$ cat config.mk
export PLATFORM = sky130hd
export DESIGN_NAME = pixel_obi_mem_pipe
export DESIGN_NICKNAME = d
export VERILOG_FILES = /design/src/rtl/pixel_obi_mem_pipe.sv
export SDC_FILE = /design/constraint.sdc
export NUM_CORES = 1
export LEC_CHECK = 0
export ABC_AREA = 1
export CAP_MARGIN = 15
export CORE_UTILIZATION = 25
export DETAILED_ROUTE_END_ITERATION = 7
export GPL_TIMING_DRIVEN = 0
export PLACE_DENSITY_LB_ADDON = 0.08
export SYNTH_ARGS = -nofsm -noshare
export SYNTH_HDL_FRONTEND = slang
export SYNTH_SLANG_ARGS = --single-unit
$ cat constraint.sdc
create_clock -name clk -period 4.91 [get_ports clk]
set_input_delay 0.491 -clock clk [delete_from_list [all_inputs] [get_ports clk]]
set_output_delay 0.491 -clock clk [all_outputs]
set_load 0.02 [all_outputs]
$ cat src/rtl/pixel_obi_mem_pipe.sv
// OBI slave returning address-derived pixel words RD_LATENCY cycles after grant, in grant order, up to MAX_OUTSTANDING in flight.
// rvalid/rdata hold while !rready; `define PIXEL_OBI_MEM_ERR_EN adds an err port flagging addr >= ADDR_LIMIT.
module pixel_obi_mem_pipe #(
    parameter int          WORD_WIDTH      = 32,
    parameter int          DATA_WIDTH      = 16,
    parameter logic [31:0] VALUE_MASK      = 32'h0000_3FFF,
    parameter int          RD_LATENCY      = 2,
    parameter int          MAX_OUTSTANDING = 4,
    parameter logic [15:0] GNT_SEED        = 16'hACE1,
    parameter logic [31:0] ADDR_LIMIT      = 32'h0001_0000
) (
    input  logic                                 clk,
    input  logic                                 rst_n,
    input  logic                                 req,
    input  logic                                 we,
    input  logic [WORD_WIDTH-1:0]                addr,
    input  logic [WORD_WIDTH-1:0]                wdata,
    input  logic [WORD_WIDTH/8-1:0]              be,
    output logic                                 gnt,
    output logic                                 rvalid,
    output logic [WORD_WIDTH-1:0]                rdata,
    input  logic                                 rready,
    input  logic                                 random_gnt,
`ifdef PIXEL_OBI_MEM_ERR_EN
    output logic                                 err,
`endif
    output logic [$clog2(MAX_OUTSTANDING):0]     outstanding
);

    localparam int PIXELS     = WORD_WIDTH / DATA_WIDTH;
    localparam int BYTE_SHIFT = $clog2(WORD_WIDTH / 8);
    localparam int CW         = $clog2(MAX_OUTSTANDING) + 1;
    localparam int PW         = $clog2(MAX_OUTSTANDING);

    typedef struct packed {
        logic                  err;
        logic [WORD_WIDTH-1:0] dat;
    } entry_t;

    logic [15:0]           lfsr;
    logic [CW-1:0]         out_q;
    logic                  hs;
    logic                  pop;
    logic                  push_vld;
    entry_t                push_ent;
    entry_t                in_ent;
    logic [WORD_WIDTH-1:0] word;
    logic [WORD_WIDTH-1:0] lane;

    assign gnt = rst_n && req && (out_q < CW'(MAX_OUTSTANDING)) && (!random_gnt || lfsr[0]);
    assign hs  = req && gnt;
    assign outstanding = out_q;

    // Response payload is fixed at the handshake, so later address changes cannot leak in.
    always_comb begin
        word   = addr >> BYTE_SHIFT;
        lane   = '0;
        in_ent = '0;
        for (int i = 0; i < PIXELS; i++) begin
            lane = (word * WORD_WIDTH'(PIXELS) + WORD_WIDTH'(i)) & WORD_WIDTH'(VALUE_MASK);
            in_ent.dat[i*DATA_WIDTH +: DATA_WIDTH] = lane[DATA_WIDTH-1:0];
        end
        if (we) in_ent.dat = '0;
`ifdef PIXEL_OBI_MEM_ERR_EN
        if (addr >= WORD_WIDTH'(ADDR_LIMIT)) begin
            in_ent.dat = '0;
            in_ent.err = 1'b1;
        end
`endif
    end

    always_ff @(posedge clk) begin
        if (!rst_n) lfsr <= GNT_SEED;
        else        lfsr <= {lfsr[0] ^ lfsr[2] ^ lfsr[3] ^ lfsr[5], lfsr[15:1]};
    end

    always_ff @(posedge clk) begin
        if (!rst_n) out_q <= '0;
        else if (hs && !pop) out_q <= out_q + 1'b1;
        else if (!hs && pop) out_q <= out_q - 1'b1;
    end

    // The FIFO write itself is the final latency stage, hence RD_LATENCY-1 registers here.
    generate
        if (RD_LATENCY == 1) begin : g_direct
            assign push_vld = hs;
            assign push_ent = in_ent;
        end else begin : g_pipe
            logic [RD_LATENCY-2:0] pv;
            entry_t                pd [RD_LATENCY-1];
            always_ff @(posedge clk) begin
                if (!rst_n) pv <= '0;
                else        pv <= {pv, hs};
            end
            always_ff @(posedge clk) begin
                pd[0] <= in_ent;
                for (int k = 1; k < RD_LATENCY - 1; k++) pd[k] <= pd[k-1];
            end
            assign push_vld = pv[RD_LATENCY-2];
            assign push_ent = pd[RD_LATENCY-2];
        end
    endgenerate

    entry_t                mem [MAX_OUTSTANDING];
    logic [PW-1:0]         wr_ptr;
    logic [PW-1:0]         rd_ptr;
    logic [CW-1:0]         fcnt;
    logic [WORD_WIDTH-1:0] rdata_hold;
    entry_t                head;

    assign head   = mem[rd_ptr];
    assign rvalid = (fcnt != '0);
    assign pop    = rvalid && rready;
    assign rdata  = rvalid ? head.dat : rdata_hold;

    always_ff @(posedge clk) begin
        if (push_vld) mem[wr_ptr] <= push_ent;
    end

    // Never overflows: every entry in the pipe or FIFO is counted in out_q.
    always_ff @(posedge clk) begin
        if (!rst_n) begin
            wr_ptr     <= '0;
            rd_ptr     <= '0;
            fcnt       <= '0;
            rdata_hold <= '0;
        end else begin
            if (push_vld) wr_ptr <= wr_ptr + 1'b1;
            if (pop) begin
                rd_ptr     <= rd_ptr + 1'b1;
                rdata_hold <= head.dat;
            end
            if (push_vld && !pop)      fcnt <= fcnt + 1'b1;
            else if (!push_vld && pop) fcnt <= fcnt - 1'b1;
        end
    end

`ifdef PIXEL_OBI_MEM_ERR_EN
    assign err = rvalid && head.err;
    logic unused_inputs;
    assign unused_inputs = ^{wdata, be};
`else
    logic unused_inputs;
    assign unused_inputs = ^{wdata, be, head.err};
`endif

endmodule

==> flow_summary.json <==
{
  "diodes": 0,
  "synthTopCellsByCount": "166 x nand2_1, 111 x inv_1, 57 x dfxtp_1",
  "first_pass_iters": 5,
  "grt-ovfl-total": 0,
  "post_synth_inst_count": 550,
  "grt_antenna_before_repair": 0,
  "ys_async_sr_fraction_pct": 0,
  "cts-buffers-inserted": 17,
  "core_um2": 18800,
  "track_usage_pct": 11.7,
  "arrival_ps": 2380,
  "dp_hpwl_um": 6790,
  "maxSlewHeadroom_pct": 49.3,
  "synth_area_um2": 4790,
  "crit_type": "reg2out",
  "ir_drop_mv": 0.236,
  "die_h_um": 140,
  "critPathMostFrequentCell": "nand2_1",
  "grt_pass1_wl_um": 16700,
  "path_max_fanout": 10,
  "gp_congestion": 0.707,
  "clk_pin_slew_worst_paths_ps": 50,
  "setup_violations": 0,
  "rsz0062_at_grt": "no",
  "die_area_um2": 19700,
  "vias": 3288,
  "routed_wl_um": 10500,
  "syn_avg_cell_area_um2": 8.71,
  "viasPerCell": 3.78,
  "cp-end-kind": "output pin",
  "nNetsFinal": 705,
  "cts_max_level": 4,
  "worst_path_max_delay_cell": "clkdlybuf4s50_1",
  "fin_crit_sh_pct": 58.6,
  "instances_no_fill": 870,
  "cts_tree": "yes",
  "portBuffers": 50,
  "status": "finished, final reports clean",
  "synth_cell_types": 24,
  "slew_viol_final": 0,
  "ys_ff_latch": 113,
  "switching_share_pct": 33.5,
  "tightest_slew_ps": 759,
  "ios": 111,
  "place_inst": 838,
  "synth.most_common_cell": "nand2_1",
  "hold_class": "reg2reg",
  "finalHoldViolations": 0,
  "pwr-share-seq_pct": 30.0,
  "fp-row-count": 50,
  "synth_flop_cell": "dfxtp_1",
  "p_comb_share_pct": 38.3,
  "critical_path.max_stage_delay_ps": 580,
  "p_leak_nw": 2.94,
  "synth_edf_count": 56,
  "p_switching_mw": 1.29,
  "drtIter0Drc": 134,
  "initial_core_util_pct": 25.5,
  "cts_buffer_depth": 2,
  "reg2reg_depth": 13,
  "die_w_um": 140,
  "path_cells": "buf_2 > nand3_1 > nand2_1 > nand2_1 > nand2_1 > buf_4 > clkdlybuf4s50_1",
  "startpoint_type": "flop",
  "wl_per_cell_um": 12.1,
  "cts_root_buffer": "clkbuf_16",
  "grt_pass1_vias": 3081,
  "r2r-start": "fcnt[0]",
  "whs_ps": 401,
  "worstSkewPairLatency_ps": 410,
  "yosysSeqAreaShare_pct": 58.9,
  "power_mw": 3.85,
  "max_freq_mhz": 348,
  "whs_path_depth": 1,
  "drc": 0,
  "p_clk_share_pct": 31.7,
  "synth_area_leaders": "edfxtp_1 35%, dfxtp_1 24%, nand2_1 13%",
  "layout-drive-gt1-share_pct": 11.6,
  "min-delay-start": "lfsr[7]",
  "setup_tns_ps": 0,
  "cts.sinks": 113,
  "cts_setup_buffers": 0,
  "ctsResizeCount": 0,
  "yosys_warnings": 0,
  "cp.required_ps": 4420,
  "max_cap_viol_count": 0,
  "fin_skew_ps": 8.27,
  "min_period_ps": 2870,
  "synth_top_cell_area_share_pct": 35.1,
  "postCtsHoldBufs": 0,
  "synth_top_cell_by_area": "edfxtp_1",
  "power.density_nw_per_um2": 622,
  "grt_max_degree": 17,
  "area_growth_pct": 29.2,
  "drtAntennaViolNets": 0,
  "p_int_mw": 2.56
}
[registers in the layout, indices dropped and copies added, names as in the netlist, named ones only]
| name | cells |
|---|---|
| fcnt | 3 |
| mem | 56 |
| g_pipe.pv | 1 |
| lfsr | 16 |
| g_pipe.pd | 14 |
| wr_ptr | 2 |
| rd_ptr | 2 |
| rdata_hold | 14 |
| outstanding | 3 |
[layout by cell type, fill, tap and decap left out, drive strengths merged]
master           n
a21oi            8
buf             32
bufinv           2
clkbuf          30
clkdlybuf4s50   50
clkinv           2
conb             5
dfxtp           57
edfxtp          56
fa               2
ha               6
inv            115
nand2          169
nand3           33
nor2            54
o21ai            4
or2              7
xnor2            1
xor2             3
[power by group through the flow]
stage	registers, mW	clock network [mW]	logic, mW
floorplan	1.17	0	0.916
detailed placement	1.17	0	1.50
finish	1.15	1.22	1.47
global placement	1.17	0	1.49
CTS	1.15	1.25	1.50
global route	1.17	1.29	1.63
[layer usage]
layer	wire length (um)	up-vias	track usage, %	part of all wire, %
li1	-	1765	-	-
met1	5200	1442	14.8	50
met2	4740	64	18.2	45
met3	380	17	3.62	3.6
met4	167	0	5.38	1.6
met5	0	-	0	0
[stage by stage]
| step | utilization, % | worst slack (ps) | instance area, um^2 |
|---|---|---|---|
| floorplan | - | 3040 | 4810 |
| global placement | 29.8 | 2250 | 5600 |
| detailed placement | 29.8 | 2210 | 5600 |
| CTS | 33.0 | 2010 | 6190 |
| global route | 33.0 | 1880 | 6190 |
| finish | 33.0 | 2040 | 6190 |
[worst paths after layout]
path,end,slack (ps)
hold reg to reg,lfsr[6],400
setup reg to reg,fcnt[2],2940
setup / recovery,rdata[29],2040
hold / removal,lfsr[6],400
[worst max-delay path: cells and delay by family, from the launching register on]
kind,cells,cell delay (ps)
AND/OR/NAND/NOR,4,460
flip-flops,1,480
buffers and inverters,3,1030
[cells by family after synthesis]
| kind of cell | count (synthesis) | synth area share (%) |
|---|---|---|
| and+or+nand+nor | 263 | 22.3 |
| buffers and inverters | 149 | 14.3 |
| DFF | 113 | 58.9 |
| AOI/OAI and AO/OA | 12 | 1.33 |
| adders and majority gates | 8 | 2.40 |
| xor gates and xnor gates | 4 | 0.731 |
| other | 1 | 0.0783 |
[layout make-up]
class / instances / area [um^2]
Buffer: 35 / 256
Inverter: 114 / 428
Sequential cell: 113 / 2820
Timing Repair Buffer: 50 / 500
Tap cell: 234 / 293
Clock inverter: 5 / 76.3
Multi-Input combinational cell: 292 / 1300
Fill cell: 1938 / 12600
Clock buffer: 27 / 513
Power figures use the tool's default switching activity.
